$ cat src/rtl/audio_mix_pkg.sv
// Shared defaults, accumulator sizing and FSM states for the audio mix scheduler.
package audio_mix_pkg;

    localparam int DEF_NUM_VOICES = 4;
    localparam int DEF_VOICE_W    = 24;
    localparam int DEF_OUT_W      = 32;
    localparam int DEF_TIMEOUT    = 16;
    localparam int DEF_UNDER_W    = 16;

    // Headroom so that summing every voice at full scale cannot wrap before the clamp.
    function automatic int acc_width(input int voice_w, input int num_voices);
        return voice_w + $clog2(num_voices);
    endfunction

    typedef enum logic [1:0] {
        IDLE,
        COLLECT,
        SAT,
        WAIT
    } mix_state_e;

endpackage

$ cat src/rtl/mix_saturator.sv
// Clamps a wide signed mix accumulator to the voice sample range and
// left-justifies the result onto the output channel bus.
module mix_saturator #(
    parameter int ACC_W   = 26,
    parameter int VOICE_W = 24,
    parameter int OUT_W   = 32
) (
    input  logic [ACC_W-1:0] acc_in,
    output logic [OUT_W-1:0] sample_out
);

    localparam logic signed [ACC_W-1:0] POS_LIM = {{(ACC_W-VOICE_W+1){1'b0}}, {(VOICE_W-1){1'b1}}};
    localparam logic signed [ACC_W-1:0] NEG_LIM = ~POS_LIM;

    logic signed [ACC_W-1:0] acc_s;
    logic        [VOICE_W-1:0] clamped;

    assign acc_s = acc_in;

    always_comb begin
        if (acc_s > POS_LIM) begin
            clamped = POS_LIM[VOICE_W-1:0];
        end else if (acc_s < NEG_LIM) begin
            clamped = NEG_LIM[VOICE_W-1:0];
        end else begin
            clamped = acc_s[VOICE_W-1:0];
        end
        sample_out = OUT_W'(clamped) << (OUT_W - VOICE_W);
    end

endmodule

$ cat src/rtl/audio_mix_scheduler.sv
// Frame scheduler: collects one sample per enabled voice, saturating-mixes them
// and writes the mono result into the Audio_Controller output FIFO.
module audio_mix_scheduler
    import audio_mix_pkg::*;
#(
    parameter int NUM_VOICES = DEF_NUM_VOICES,
    parameter int VOICE_W    = DEF_VOICE_W,
    parameter int OUT_W      = DEF_OUT_W,
    parameter int TIMEOUT    = DEF_TIMEOUT,
    parameter int UNDER_W    = DEF_UNDER_W
) (
    input  logic                          CLOCK_50,
    input  logic                          reset,
    input  logic [NUM_VOICES-1:0]         voice_enable,
    input  logic [NUM_VOICES-1:0]         voice_valid,
    input  logic [NUM_VOICES*VOICE_W-1:0] voice_sample,
    output logic [NUM_VOICES-1:0]         voice_ready,
    input  logic                          audio_out_allowed,
    output logic                          write_audio_out,
    output logic [OUT_W-1:0]              left_channel_audio_out,
    output logic [OUT_W-1:0]              right_channel_audio_out,
    output logic [UNDER_W-1:0]            underrun_count
);

    localparam int ACC_W = acc_width(VOICE_W, NUM_VOICES);
    localparam int IDX_W = (NUM_VOICES > 1) ? $clog2(NUM_VOICES) : 1;
    localparam int TMR_W = (TIMEOUT > 1) ? $clog2(TIMEOUT) : 1;

    mix_state_e               state_q, state_d;
    logic [IDX_W-1:0]         idx_q, idx_d;
    logic signed [ACC_W-1:0]  acc_q, acc_d;
    logic [TMR_W-1:0]         timer_q, timer_d;
    logic [OUT_W-1:0]         chan_q, chan_d;
    logic [UNDER_W-1:0]       under_q, under_d;

    logic signed [VOICE_W-1:0] cur_sample;
    logic [OUT_W-1:0]          sat_out;
    logic                      advance;
    logic                      last_voice;

    mix_saturator #(
        .ACC_W   (ACC_W),
        .VOICE_W (VOICE_W),
        .OUT_W   (OUT_W)
    ) u_sat (
        .acc_in     (acc_q),
        .sample_out (sat_out)
    );

    always_comb begin
        state_d         = state_q;
        idx_d           = idx_q;
        acc_d           = acc_q;
        timer_d         = timer_q;
        chan_d          = chan_q;
        under_d         = under_q;
        voice_ready     = '0;
        write_audio_out = 1'b0;
        advance         = 1'b0;
        last_voice      = (idx_q == IDX_W'(NUM_VOICES - 1));
        cur_sample      = voice_sample[int'(idx_q)*VOICE_W +: VOICE_W];

        case (state_q)
            IDLE: begin
                state_d = COLLECT;
                idx_d   = '0;
                acc_d   = '0;
                timer_d = '0;
            end
            COLLECT: begin
                if (!voice_enable[idx_q]) begin
                    advance = 1'b1;
                end else if (voice_valid[idx_q]) begin
                    voice_ready[idx_q] = 1'b1;
                    acc_d              = acc_q + ACC_W'(cur_sample);
                    advance            = 1'b1;
                end else if (timer_q == TMR_W'(TIMEOUT - 1)) begin
                    if (under_q != '1) begin
                        under_d = under_q + UNDER_W'(1);
                    end
                    advance = 1'b1;
                end else begin
                    timer_d = timer_q + TMR_W'(1);
                end

                if (advance) begin
                    timer_d = '0;
                    if (last_voice) begin
                        state_d = SAT;
                    end else begin
                        idx_d = idx_q + IDX_W'(1);
                    end
                end
            end
            SAT: begin
                chan_d  = sat_out;
                state_d = WAIT;
            end
            WAIT: begin
                // Channel data stays frozen here until the FIFO accepts it.
                if (audio_out_allowed) begin
                    write_audio_out = 1'b1;
                    state_d         = COLLECT;
                    idx_d           = '0;
                    acc_d           = '0;
                    timer_d         = '0;
                end
            end
            default: begin
                state_d = IDLE;
            end
        endcase

        if (reset) begin
            voice_ready     = '0;
            write_audio_out = 1'b0;
        end
    end

    always_ff @(posedge CLOCK_50) begin
        if (reset) begin
            state_q <= IDLE;
            idx_q   <= '0;
            acc_q   <= '0;
            timer_q <= '0;
            chan_q  <= '0;
            under_q <= '0;
        end else begin
            state_q <= state_d;
            idx_q   <= idx_d;
            acc_q   <= acc_d;
            timer_q <= timer_d;
            chan_q  <= chan_d;
            under_q <= under_d;
        end
    end

    assign left_channel_audio_out  = chan_q;
    assign right_channel_audio_out = chan_q;
    assign underrun_count          = under_q;

endmodule

$ cat config.mk
export PLATFORM = sky130hd
export DESIGN_NAME = audio_mix_scheduler
export DESIGN_NICKNAME = d
export VERILOG_FILES = /design/src/rtl/audio_mix_pkg.sv /design/src/rtl/mix_saturator.sv /design/src/rtl/audio_mix_scheduler.sv
export SDC_FILE = /design/constraint.sdc
export NUM_CORES = 1
export LEC_CHECK = 0
export BUFFER_PORTS_ARGS = -buffer_cell sky130_fd_sc_hd__buf_2
export CAP_MARGIN = 20
export CORE_ASPECT_RATIO = 1.2
export CORE_UTILIZATION = 30
export DETAILED_ROUTE_END_ITERATION = 6
export PLACE_DENSITY = 0.6
export REMOVE_ABC_BUFFERS = 1
export SLEW_MARGIN = 20
export SYNTH_ARGS = -nofsm -noshare
export SYNTH_HDL_FRONTEND = slang
export SYNTH_HIERARCHICAL = 1
export SYNTH_SLANG_ARGS = --single-unit
$ cat constraint.sdc
create_clock -name CLOCK_50 -period 4.05 [get_ports CLOCK_50]
set_clock_uncertainty 0.1 [all_clocks]
set_input_delay 0.81 -clock CLOCK_50 [delete_from_list [all_inputs] [get_ports CLOCK_50]]
set_output_delay 0.81 -clock CLOCK_50 [all_outputs]
set_load 0.1 [all_outputs]
==> impl_metrics.env <==
export IMPL_slowest_delay_ns=0.68
export IMPL_clkSinkCount=82
export IMPL_stdcell_count=1072
export IMPL_routedWlPerCell_um=14.2
export IMPL_grt_pass1_vias=4672
export IMPL_synth_common_cells="nor2_1 (106), dfxtp_1 (82), buf_4 (42), ha_1 (36), mux2i_1 (36)"
export IMPL_r2r_end="acc_q[24]$_SDFFE_PP0P_"
export IMPL_clockRootBuffer="clkbuf_16"
export IMPL_yosys_area_top_type_share_pct=27.7
export IMPL_die_y_um=156
export IMPL_fin_setup_tns_ns=0
export IMPL_reg2reg_from="idx_q[0]$_SDFFE_PP0P_"
export IMPL_gr_usage_met1_pct=18.1
export IMPL_avgSynthCellArea_um2=9.01
export IMPL_synth_area_leaders="dfxtp_1 (28%), mux4_2 (9.1%), ha_1 (7.6%), nor2_1 (6.7%), mux2i_1 (6.1%)"
export IMPL_drive_gt1_share_pct=31.6
export IMPL_clk_insertion_delay_late_ns=0.34
export IMPL_p_sw_mw=2.10
export IMPL_antenna_cells=0
export IMPL_dpl_cell_count=1058
export IMPL_cts_tree="yes"
export IMPL_mappedNetlistArea_mm2=0.00593
export IMPL_cts_reportedPaths_clkPinSlew_ns=0.06
export IMPL_synthToLayoutAreaGrowth_pct=20.7
export IMPL_r2r_setup_slack_ns=0.32
export IMPL_vias=5141
export IMPL_status="complete, no violations"
export IMPL_htree_levels=3
export IMPL_crit_start="idx_q[0]$_SDFFE_PP0P_"
export IMPL_synth_edf_count=0
export IMPL_rsz0062_at_grt="false"
export IMPL_cp_num_buf_inv=1
export IMPL_min_delay_start="acc_q[3]$_SDFFE_PP0P_"
export IMPL_busiest_layer="met2"
export IMPL_clock_path_buffers=2
export IMPL_worst_ep_required_time_ns=4.18
export IMPL_critPathCaptureType="flip-flop"
export IMPL_setup_viol=0
export IMPL_postCtsSetupBuffers=0
export IMPL_synthCells=659
export IMPL_switching_share_pct=46.5
export IMPL_design_die_area_mm2=0.0204
export IMPL_power_internal_mw=2.42
export IMPL_power_density_mw_per_mm2=630
export IMPL_period_share_pct=92.1
export IMPL_core_area_mm2=0.0195
export IMPL_antenna_found_initial=0
export IMPL_drv_cap=0
export IMPL_gp_congestion=0.802
export IMPL_path_delay_family="compound AO/OA/AOI/OAI gates"
export IMPL_ant_nets=0
export IMPL_grt_pass1_wl_um=23300
export IMPL_cp_endpoint="acc_q[24]$_SDFFE_PP0P_"
export IMPL_cts_hold_buf=0
export IMPL_grtUsageTotal_pct=14.9
export IMPL_drtIter0Drc=211
export IMPL_start_util_pct=30.5
export IMPL_yosys_warnings=6
export IMPL_routed_via_density=4.80
export IMPL_hp_class="flip-flop to flip-flop"
export IMPL_min_period_ns=3.73
export IMPL_cp_data_arrival_time_ns=3.87
export IMPL_yosys_area_top_type="dfxtp_1"
export IMPL_use_met3_pct=3.19
export IMPL_ir_drop_uv=255
export IMPL_overflow=0
export IMPL_ys_seq_area_share_pct=27.7
export IMPL_pin_count=192
export IMPL_maxSlewViolCount=0
export IMPL_rows=56
export IMPL_die_x_um=130
export IMPL_gr_usage_met2_pct=26.5
export IMPL_synth_cell_types=61
export IMPL_p_leak_nw=3.27
export IMPL_cp_start_kind="flip-flop"
export IMPL_final_util_pct=36.8
export IMPL_crit_chain="mux4_1 -> ha_1 -> inv_1 -> fa_1 -> nand2b_1 -> a21oi_1 -> o221ai_1 -> a31o_2 -> o21ai_0 -> a221oi_1 -> xnor2_1 -> a22o_1"
export IMPL_crit_type="flip-flop to flip-flop"
export IMPL_slew_headroom_pct=41.8
export IMPL_worstMarginPinSlew_ns=0.872
export IMPL_crit_fanout=15
export IMPL_clkPwrFrac_pct=19.4
export IMPL_portBuffers=191
export IMPL_synth_flop_cell="dfxtp_1"
export IMPL_remaining_drc_errors=0
export IMPL_cp_slowest_cell="dfxtp_2"
export IMPL_fmax_mhz=268
export IMPL_p_seq_share_pct=24.4
export IMPL_fin_nets=952
export IMPL_first_pass_iters=4
export IMPL_grt_max_degree=49
export IMPL_numCtsBuffers=9
export IMPL_hold_violations=0
export IMPL_yosysMostFrequentCell="nor2_1"
export IMPL_wirelength_um=15200
export IMPL_async_flop_share_pct=0
export IMPL_cts_resized=0
export IMPL_dp_hpwl_um=11400
export IMPL_worst_path_stages=12
export IMPL_comb_power_share_pct=56.1
export IMPL_yosys_register_bits=82
export IMPL_worstRegToRegCells=12
worst min-delay path by stage:
stage                               to  slack [ns]  cells past startpoint
2_1_floorplan  timer_q[3]$_SDFFE_PP0P_        0.35                      2
3_3_place_gp   timer_q[3]$_SDFFE_PP0P_        0.37                      2
3_5_place_dp     acc_q[3]$_SDFFE_PP0P_        0.38                      2
4_1_cts          acc_q[3]$_SDFFE_PP0P_        0.39                      2
5_1_grt          acc_q[8]$_SDFFE_PP0P_        0.42                      2
6_report         acc_q[3]$_SDFFE_PP0P_        0.39                      2
cell usage in the layout (no fill, tap or decap), types with 3 or more instances in the layout:
cell type | Yosys | layout
xor2_1 | 11 | 11
mux2i_1 | 36 | 36
o22ai_1 | 22 | 22
o22ai_2 | 3 | 3
or3_1 | 5 | 5
nand2_1 | 25 | 25
a21oi_1 | 34 | 34
mux4_2 | 24 | 24
a22o_1 | 8 | 8
buf_4 | 42 | 15
nor2b_1 | 6 | 6
xnor2_1 | 22 | 22
nand4_1 | 6 | 6
buf_2 | 5 | 191
nand3_1 | 14 | 14
nor3b_1 | 3 | 3
conb_1 | 1 | 8
dfxtp_1 | 82 | 81
a22oi_1 | 10 | 10
nor2_1 | 106 | 106
a21boi_0 | 8 | 8
o21a_1 | 5 | 5
o21ai_0 | 13 | 13
nor3_1 | 5 | 5
and3_1 | 6 | 6
nand2b_1 | 11 | 11
a31oi_1 | 4 | 4
clkbuf_16 | 0 | 9
and2_1 | 9 | 9
a21o_1 | 7 | 7
ha_1 | 36 | 35
inv_1 | 13 | 13
a211o_1 | 3 | 3
a21boi_1 | 17 | 17
power by group through the flow:
stage                     clock network (mW)  logic, mW  registers [mW]
after floorplan                            0       1.38            1.73
after global placement                     0       2.53            1.12
after detailed placement                   0       2.54            1.13
after CTS                              0.910       2.55            1.11
after global routing                   0.942       2.77            1.14
final                                  0.878       2.53            1.10
metrics by stage:
stage          instance area, µm²  total power [mW]  hold WS (ns)  setup slack (ns)
2_1_floorplan                5460              3.12         0.352            0.0532
3_3_place_gp                 6860              3.65         0.374             0.337
3_5_place_dp                 6860              3.67         0.381             0.282
4_1_cts                      7170              4.58         0.390             0.271
5_1_grt                      7170              4.85         0.421           0.00679
6_report                     7170              4.52         0.386             0.318
worst min-delay path, cell delays in order, from the launching register on:
cell	delay, ns
dfxtp_1	0.33
nand2_1	0.06
a21oi_1	0.05
layout make-up:
type	instances	area, µm²
Timing Repair Buffer	206	1070
Tap cell	261	327
Clock inverter	3	65.1
Multi-Input combinational cell	496	3770
Sequential cell	82	1640
Inverter	13	48.8
Fill cell	2050	12300
Clock buffer	11	243
flip-flops by register name (all words and copies together), names as in the netlist:
signal / cells
left_channel_audio_out: 32
acc_q: 26
underrun_count: 16
timer_q: 4
idx_q: 2
state_q: 2
routing by layer:
layer	up-vias	part of all wire [%]
li1	2618	-
met1	2363	45
met2	153	49
met3	7	5.1
met4	0	0.90
met5	-	0
cells by family after synthesis:
| kind of cell | Yosys count | share of synthesized area, % |
|---|---|---|
| AO/OA/AOI/OAI | 149 | 17.3 |
| adder cells (fa/ha/maj) | 37 | 7.93 |
| buffers and inverters | 88 | 9.28 |
| XOR/XNOR | 33 | 4.87 |
| multiplexers | 62 | 16.1 |
| other | 1 | 0.0632 |
| flip-flops | 82 | 27.7 |
| AND/OR/NAND/NOR | 207 | 16.8 |
Power figures use the tool's default switching activity.
